File: src/rtl/operand_sequencer_if.sv
// Host request/result signals and the nibble-serial engine bus for operand_sequencer.
interface operand_sequencer_if;
  logic               start;
  logic [3:0]         x_in, dx_in, u_in, a_in;
  logic               busy;
  logic signed [14:0] result;
  logic               res_valid;
  logic               timeout;
  logic [3:0]         fsm_in;
  logic               fsm_s1, fsm_s2, fsm_s3, fsm_s4;
  logic               fsm_ready;
  logic signed [14:0] fsm_out;
  logic               fsm_valid;

  modport slave (
    input  start, x_in, dx_in, u_in, a_in, fsm_out, fsm_valid,
    output busy, result, res_valid, timeout,
           fsm_in, fsm_s1, fsm_s2, fsm_s3, fsm_s4, fsm_ready
  );

  modport master (
    output start, x_in, dx_in, u_in, a_in, fsm_out, fsm_valid,
    input  busy, result, res_valid, timeout,
           fsm_in, fsm_s1, fsm_s2, fsm_s3, fsm_s4, fsm_ready
  );
endinterface

File: src/rtl/operand_sequencer.sv
// Streams four captured operands to the engine one nibble per cycle, fires the
// start strobe, then waits for completion or aborts after TIMEOUT_CYCLES.
module operand_sequencer #(
  parameter int TIMEOUT_CYCLES = 1023,
  parameter int CNT_W          = 10
) (
  input  logic                clk,
  input  logic                rst,
  operand_sequencer_if.slave  bus
);

  typedef enum logic [2:0] {IDLE, LX, LDX, LU, LA, RDY, WAIT} state_t;

  localparam logic [CNT_W-1:0] CNT_LAST = CNT_W'(TIMEOUT_CYCLES - 1);

  state_t             state_q;
  logic [CNT_W-1:0]   cnt_q;
  logic [3:0]         x_q, dx_q, u_q, a_q;
  logic signed [14:0] result_q;
  logic               res_valid_q;
  logic               timeout_q;

  logic [3:0]         ld_nib;
  logic [3:0]         ld_strb;
  logic               ld_ready;

  // Engine-side bus is a pure Moore decode of the state, so it is glitch-free
  // and drops to zero the instant reset forces IDLE.
  always_comb begin
    ld_nib   = '0;
    ld_strb  = '0;
    ld_ready = 1'b0;
    case (state_q)
      LX:  begin ld_nib = x_q;  ld_strb = 4'b0001; end
      LDX: begin ld_nib = dx_q; ld_strb = 4'b0010; end
      LU:  begin ld_nib = u_q;  ld_strb = 4'b0100; end
      LA:  begin ld_nib = a_q;  ld_strb = 4'b1000; end
      RDY: ld_ready = 1'b1;
      default: ;
    endcase
  end

  always_ff @(posedge clk or negedge rst) begin
    if (!rst) begin
      state_q     <= IDLE;
      cnt_q       <= '0;
      x_q         <= '0;
      dx_q        <= '0;
      u_q         <= '0;
      a_q         <= '0;
      result_q    <= '0;
      res_valid_q <= 1'b0;
      timeout_q   <= 1'b0;
    end else begin
      res_valid_q <= 1'b0;
      timeout_q   <= 1'b0;
      case (state_q)
        IDLE: if (bus.start) begin
          x_q     <= bus.x_in;
          dx_q    <= bus.dx_in;
          u_q     <= bus.u_in;
          a_q     <= bus.a_in;
          state_q <= LX;
        end
        LX:  state_q <= LDX;
        LDX: state_q <= LU;
        LU:  state_q <= LA;
        LA:  state_q <= RDY;
        RDY: begin
          cnt_q   <= '0;
          state_q <= WAIT;
        end
        // Completion wins over expiry when both land on the same edge.
        WAIT: if (bus.fsm_valid) begin
          result_q    <= bus.fsm_out;
          res_valid_q <= 1'b1;
          state_q     <= IDLE;
        end else if (cnt_q == CNT_LAST) begin
          timeout_q <= 1'b1;
          state_q   <= IDLE;
        end else begin
          cnt_q <= cnt_q + CNT_W'(1);
        end
        default: state_q <= IDLE;
      endcase
    end
  end

  assign bus.busy      = (state_q != IDLE);
  assign bus.result    = result_q;
  assign bus.res_valid = res_valid_q;
  assign bus.timeout   = timeout_q;
  assign bus.fsm_in    = ld_nib;
  assign bus.fsm_s1    = ld_strb[0];
  assign bus.fsm_s2    = ld_strb[1];
  assign bus.fsm_s3    = ld_strb[2];
  assign bus.fsm_s4    = ld_strb[3];
  assign bus.fsm_ready = ld_ready;

endmodule

File: src/flat_wrapper.sv
// flat-port wrapper written by rule: the top's interface ports become plain ports
module operand_sequencer_flat 
#(
  parameter int TIMEOUT_CYCLES = 1023,
  parameter int CNT_W          = 10
)
  (clk, rst, bus_start, bus_x_in, bus_dx_in, bus_u_in, bus_a_in, bus_fsm_out, bus_fsm_valid, bus_busy, bus_result, bus_res_valid, bus_timeout, bus_fsm_in, bus_fsm_s1, bus_fsm_s2, bus_fsm_s3, bus_fsm_s4, bus_fsm_ready);
  operand_sequencer_if bus_i ();
  input  logic clk;
  input  logic rst;
  input wire logic [$bits(bus_i.start)-1:0] bus_start;
  input wire logic [$bits(bus_i.x_in)-1:0] bus_x_in;
  input wire logic [$bits(bus_i.dx_in)-1:0] bus_dx_in;
  input wire logic [$bits(bus_i.u_in)-1:0] bus_u_in;
  input wire logic [$bits(bus_i.a_in)-1:0] bus_a_in;
  input wire logic [$bits(bus_i.fsm_out)-1:0] bus_fsm_out;
  input wire logic [$bits(bus_i.fsm_valid)-1:0] bus_fsm_valid;
  output wire logic [$bits(bus_i.busy)-1:0] bus_busy;
  output wire logic [$bits(bus_i.result)-1:0] bus_result;
  output wire logic [$bits(bus_i.res_valid)-1:0] bus_res_valid;
  output wire logic [$bits(bus_i.timeout)-1:0] bus_timeout;
  output wire logic [$bits(bus_i.fsm_in)-1:0] bus_fsm_in;
  output wire logic [$bits(bus_i.fsm_s1)-1:0] bus_fsm_s1;
  output wire logic [$bits(bus_i.fsm_s2)-1:0] bus_fsm_s2;
  output wire logic [$bits(bus_i.fsm_s3)-1:0] bus_fsm_s3;
  output wire logic [$bits(bus_i.fsm_s4)-1:0] bus_fsm_s4;
  output wire logic [$bits(bus_i.fsm_ready)-1:0] bus_fsm_ready;
  assign bus_i.start = bus_start;
  assign bus_i.x_in = bus_x_in;
  assign bus_i.dx_in = bus_dx_in;
  assign bus_i.u_in = bus_u_in;
  assign bus_i.a_in = bus_a_in;
  assign bus_i.fsm_out = bus_fsm_out;
  assign bus_i.fsm_valid = bus_fsm_valid;
  assign bus_busy = bus_i.busy;
  assign bus_result = bus_i.result;
  assign bus_res_valid = bus_i.res_valid;
  assign bus_timeout = bus_i.timeout;
  assign bus_fsm_in = bus_i.fsm_in;
  assign bus_fsm_s1 = bus_i.fsm_s1;
  assign bus_fsm_s2 = bus_i.fsm_s2;
  assign bus_fsm_s3 = bus_i.fsm_s3;
  assign bus_fsm_s4 = bus_i.fsm_s4;
  assign bus_fsm_ready = bus_i.fsm_ready;
  operand_sequencer #(.TIMEOUT_CYCLES(TIMEOUT_CYCLES), .CNT_W(CNT_W)) u_core (.clk(clk), .rst(rst), .bus(bus_i));
endmodule
File: config.mk
export PLATFORM = sky130hd
export DESIGN_NAME = operand_sequencer_flat
export DESIGN_NICKNAME = d
export VERILOG_FILES = /design/src/rtl/operand_sequencer_if.sv /design/src/rtl/operand_sequencer.sv /design/src/flat_wrapper.sv
export SDC_FILE = /design/constraint.sdc
export NUM_CORES = 1
export LEC_CHECK = 0
export ABC_AREA = 1
export ABC_CLOCK_PERIOD_IN_PS = 1200
export BUFFER_PORTS_ARGS = -buffer_cell sky130_fd_sc_hd__buf_2
export CORE_MARGIN = 1
export CORE_UTILIZATION = 49
export CTS_BUF_LIST = sky130_fd_sc_hd__clkbuf_8
export DETAILED_ROUTE_END_ITERATION = 7
export HOLD_SLACK_MARGIN = 0.02
export PLACE_DENSITY = 0.82
export SLEW_MARGIN = 20
export SYNTH_ARGS = -nofsm -noshare
export SYNTH_HDL_FRONTEND = slang
export SYNTH_SLANG_ARGS = --single-unit
File: constraint.sdc
create_clock -name clk -period 1.2 [get_ports clk]
set_input_delay 0.06 -clock clk [delete_from_list [all_inputs] [get_ports clk]]
set_output_delay 0.06 -clock clk [all_outputs]
set_load 0.05 [all_outputs]
==> impl_summary.log <==
INFO  metric cp_num_buf_inv = 2
INFO  metric cts_tree = done
INFO  metric final_ws_setup = -0.540 ns
INFO  metric rows = 24
INFO  metric critPathArrivalTime = 1.68 ns
INFO  metric grt_pass1_vias = 2325
INFO  metric report.final.hold_viol_count = 0
INFO  metric grt_pass1_wl = around 12000 microns
INFO  metric critPathLaunchType = flip-flop
INFO  metric buffer_type_at_the_clock_tree_root = clkbuf_8
INFO  metric clock_insertion_delay_worst_skew = 0.31 ns
INFO  metric critical_path.cell_chain = nor2_4 > nand2_1 > clkinvlp_4 > nand2_1 > nand4_1 > buf_6
INFO  metric setup_violations = between 50 and 60
INFO  metric post_drt_wl_per_cell = 22.5 microns
INFO  metric pin_count_of_the_biggest_net_entering_global_routing = 47
INFO  metric globalRoute.totalOverflow = 0
INFO  metric globalplace.congestion = 0.830
INFO  metric cp_delay_by_family_top = simple AND/OR/NAND/NOR gates
INFO  metric initial_core_util = just over 50%
INFO  metric num-nets-final = approximately 430
INFO  metric place.detailed.instances = roughly 390
INFO  metric timing_max_transition_violations_final = 0
INFO  metric ys_types = 29
INFO  metric critPathMaxFanout = 6
INFO  metric drv_cap = 0
INFO  metric slowest_stage = dfrtp_2
INFO  metric final_cell_count_no_fill = approximately 450
INFO  metric synth-seq-area-share = roughly 51%
INFO  metric drtIter0Drc = about 350
INFO  metric most-common-layout-cells = 84 x nand2_1, 51 x buf_2, 42 x dfrtp_1, 41 x buf_4, 33 x dlygate4sd3_1
INFO  metric p_leak = 1.93 nW
INFO  metric drt-pass1-iter-count = 6
INFO  metric cp_slowest_stage_delay = 0.50 ns
INFO  metric minimum_setup_slack_after_placement = -0.204 ns
INFO  metric antenna_violating_nets_post_route = 0
INFO  metric die_height = between 60 and 70 microns
INFO  metric dpl_cell_area = 2870 sq um
INFO  metric global_route.peak_usage_layer = met2
INFO  metric place_hpwl = about 3600 microns
INFO  metric finalCriticalPeriod = 1.74 ns
INFO  metric finish.utilization = 86.9%
INFO  metric layout-drive-gt1-share = 50.4%
INFO  metric clock_path_buffers = 2
INFO  metric met1_routing_resource_usage_after_global_routing = between 30% and 40%
INFO  metric path_clk_slew = 0.09 ns
INFO  metric violations_in_the_final_reports = negative setup slack
INFO  metric io_pins = 62
INFO  metric die_area = 4870 sq um
INFO  metric area_delta_synth_final = 69.4%
INFO  metric grt_setup_unrepaired = yes
INFO  metric antenna_found_initial = 0
INFO  metric layout.cells.most_common = nand2_1
INFO  metric syn_nets = 280
INFO  metric cpMostUsedCell = nand2_1
INFO  metric total_power = about 9.4 mW
INFO  metric flip_flop_and_latch_count_after_synthesis = 46
INFO  metric outcome = finished with violations
INFO  metric vias = 2691
INFO  metric tritoncts.num_buffers = 5
INFO  metric irDropWorstVdd = approximately 0.0021 V
INFO  metric globalRouteMet3Util = 6.25%
INFO  metric fin_area = ~3800 sq um
INFO  metric min-delay-path-class = primary input to flip-flop
INFO  metric io_buffers = between 60 and 70
INFO  metric groute.usage.overall = a little under a third
INFO  metric max_clock_freq = ~570 MHz
INFO  metric n_antenna_cell = 0
INFO  metric numClockSinks = 46
INFO  metric synth_cells = 243
INFO  metric avgViaCountPerCell = ~6
INFO  metric min_period_over_period = 145%
INFO  metric slew-limit-headroom = a little over 80%
INFO  metric die_w = ~70 microns
INFO  metric cell_area_power_density = about 2500 nW/um^2
INFO  metric htree_levels = 2
INFO  metric synth_warnings = 0
INFO  metric setup.worst_path.class = flip-flop to output port
INFO  metric clock-skew-final = between 0.005 and 0.006 ns
INFO  metric core_region_area = 4380 sq um
INFO  metric cp.required = 1.14 ns
INFO  metric max_slew.worst_pin.slew = roughly 0.28 ns
INFO  metric post_synth.cell_area_avg = ~9 sq um
INFO  metric wl = 10100 microns
INFO  metric detail_route.drc_violations = 0
INFO  metric grt_use_met2 = between 50% and 60%
INFO  metric synthesis.area = roughly 2200 sq um
INFO  metric setup.worst_path.end_class = output port
[area by class of cell]
class | instances | area (sq um)
Clock buffer | 5 | 68.8
Clock inverter | 3 | 18.8
Fill cell | 165 | 573
Inverter | 19 | 98.8
Multi-Input combinational cell | 175 | 1170
Sequential cell | 46 | 1160
Tap cell | 52 | 65.1
Timing Repair Buffer | 149 | 1230
[metrics by stage]
stage               TNS [ns]  hold WS [ns]
finish                -18.56         0.111
global route          -19.95         0.117
CTS                    -8.41        0.0759
detailed placement     -7.06        0.0563
global placement       -6.38        0.0545
floorplan              -3.87        -0.236
[Yosys cell counts]
cell        n  area share, %
nor2_8      1           0.89
ha_1        2            1.1
and2_1      1           0.28
mux2_2      6            3.0
nand2_1   101             17
nand4_1     5            1.4
mux2_4     10            6.7
nand2_4     3            1.5
nand3_1    10            2.2
o21ai_0     3           0.67
o211ai_1    2           0.67
nor2_4      2            1.0
nand3_2     1           0.44
buf_6       3            1.5
nand2_2     1           0.28
xor2_1      1           0.39
inv_1      15            2.5
inv_4       1           0.28
xnor2_1     1           0.39
nand3_4     2            1.6
a21oi_2     1           0.39
o21a_1      1           0.33
a21oi_1     3           0.67
dfrtp_1    46             51
or2_2       1           0.28
nor3_1      1           0.22
nor2_1     15            2.5
buf_4       1           0.33
inv_2       3           0.50
[kinds of logic (layout without fill, tap and decap cells)]
| kind of cell | count (synthesis) | after routing | share of synthesized area, % |
|---|---|---|---|
| AND/OR/NAND/NOR | 144 | 145 | 29.4 |
| buffers and inverters | 23 | 176 | 5.12 |
| XOR/XNOR | 2 | 2 | 0.779 |
| AO/OA/AOI/OAI | 10 | 10 | 2.72 |
| adder cells (fa/ha/maj) | 2 | 2 | 1.11 |
| flip-flops | 46 | 46 | 51.2 |
| multiplexers | 16 | 16 | 9.68 |
[per-layer routing]
layer / routed length, microns / vias to the layer above
li1: - / 1076
met1: 3630 / 1297
met2: 4750 / 246
met3: 1070 / 72
met4: 671 / 0
met5: 0 / -
[report_power, final]
part	total, mW	switching (mW)	internal, mW
Clock	1.00	0.592	0.412
Combinational	5.72	3.53	2.19
Sequential	2.68	0.543	2.14
[final timing paths]
path / startpoint / to / slack, ns / depth (start not counted)
hold / removal: bus_start / u_core.state_q[0]$_DFFE_PN0P_ / 0.11 / 3
min in group asynchronous: rst / u_core.dx_q[2]$_DFFE_PN0P_ / 0.25 / 3
setup / recovery: u_core.state_q[1]$_DFFE_PN0P_ / bus_fsm_in[0] / -0.54 / 6
hold reg to reg: u_core.bus.result[14]$_DFFE_PN0P_ / u_core.bus.result[14]$_DFFE_PN0P_ / 0.49 / 2
setup reg to reg: u_core.state_q[1]$_DFFE_PN0P_ / u_core.cnt_q[9]$_DFFE_PN0P_ / -0.42 / 9
max in group asynchronous: rst / u_core.cnt_q[1]$_DFFE_PN0P_ / 0.71 / 3
[flip-flops by register name, summed over array words and instances, names as in the netlist]
name	cells
u_core.state_q	3
u_core.u_q	4
u_core.x_q	4
u_core.a_q	4
u_core.bus.timeout	1
u_core.dx_q	4
u_core.bus.result	15
u_core.bus.res_valid	1
u_core.cnt_q	10
[what timing repair did]
action                     4_1_cts  5_1_grt
setup endpoints to repair       55       56
hold buffers                    33        0
pin swaps                        4       19
buffers inserted                10       11
gates resized for setup         37       47
cloned                           2        0
hold endpoints to repair        78        0
[worst register-to-register path, cell delays in order, from the launching register on]
cell and delay (ns):
dfrtp_2 0.49, buf_4 0.15, buf_6 0.09, nand3_4 0.15
inv_2 0.14, buf_4 0.14, nand2_1 0.08, nor2_2 0.13
nand2_1 0.09, nand2_1 0.09
No activity file was read; power rests on OpenSTA's default activity.
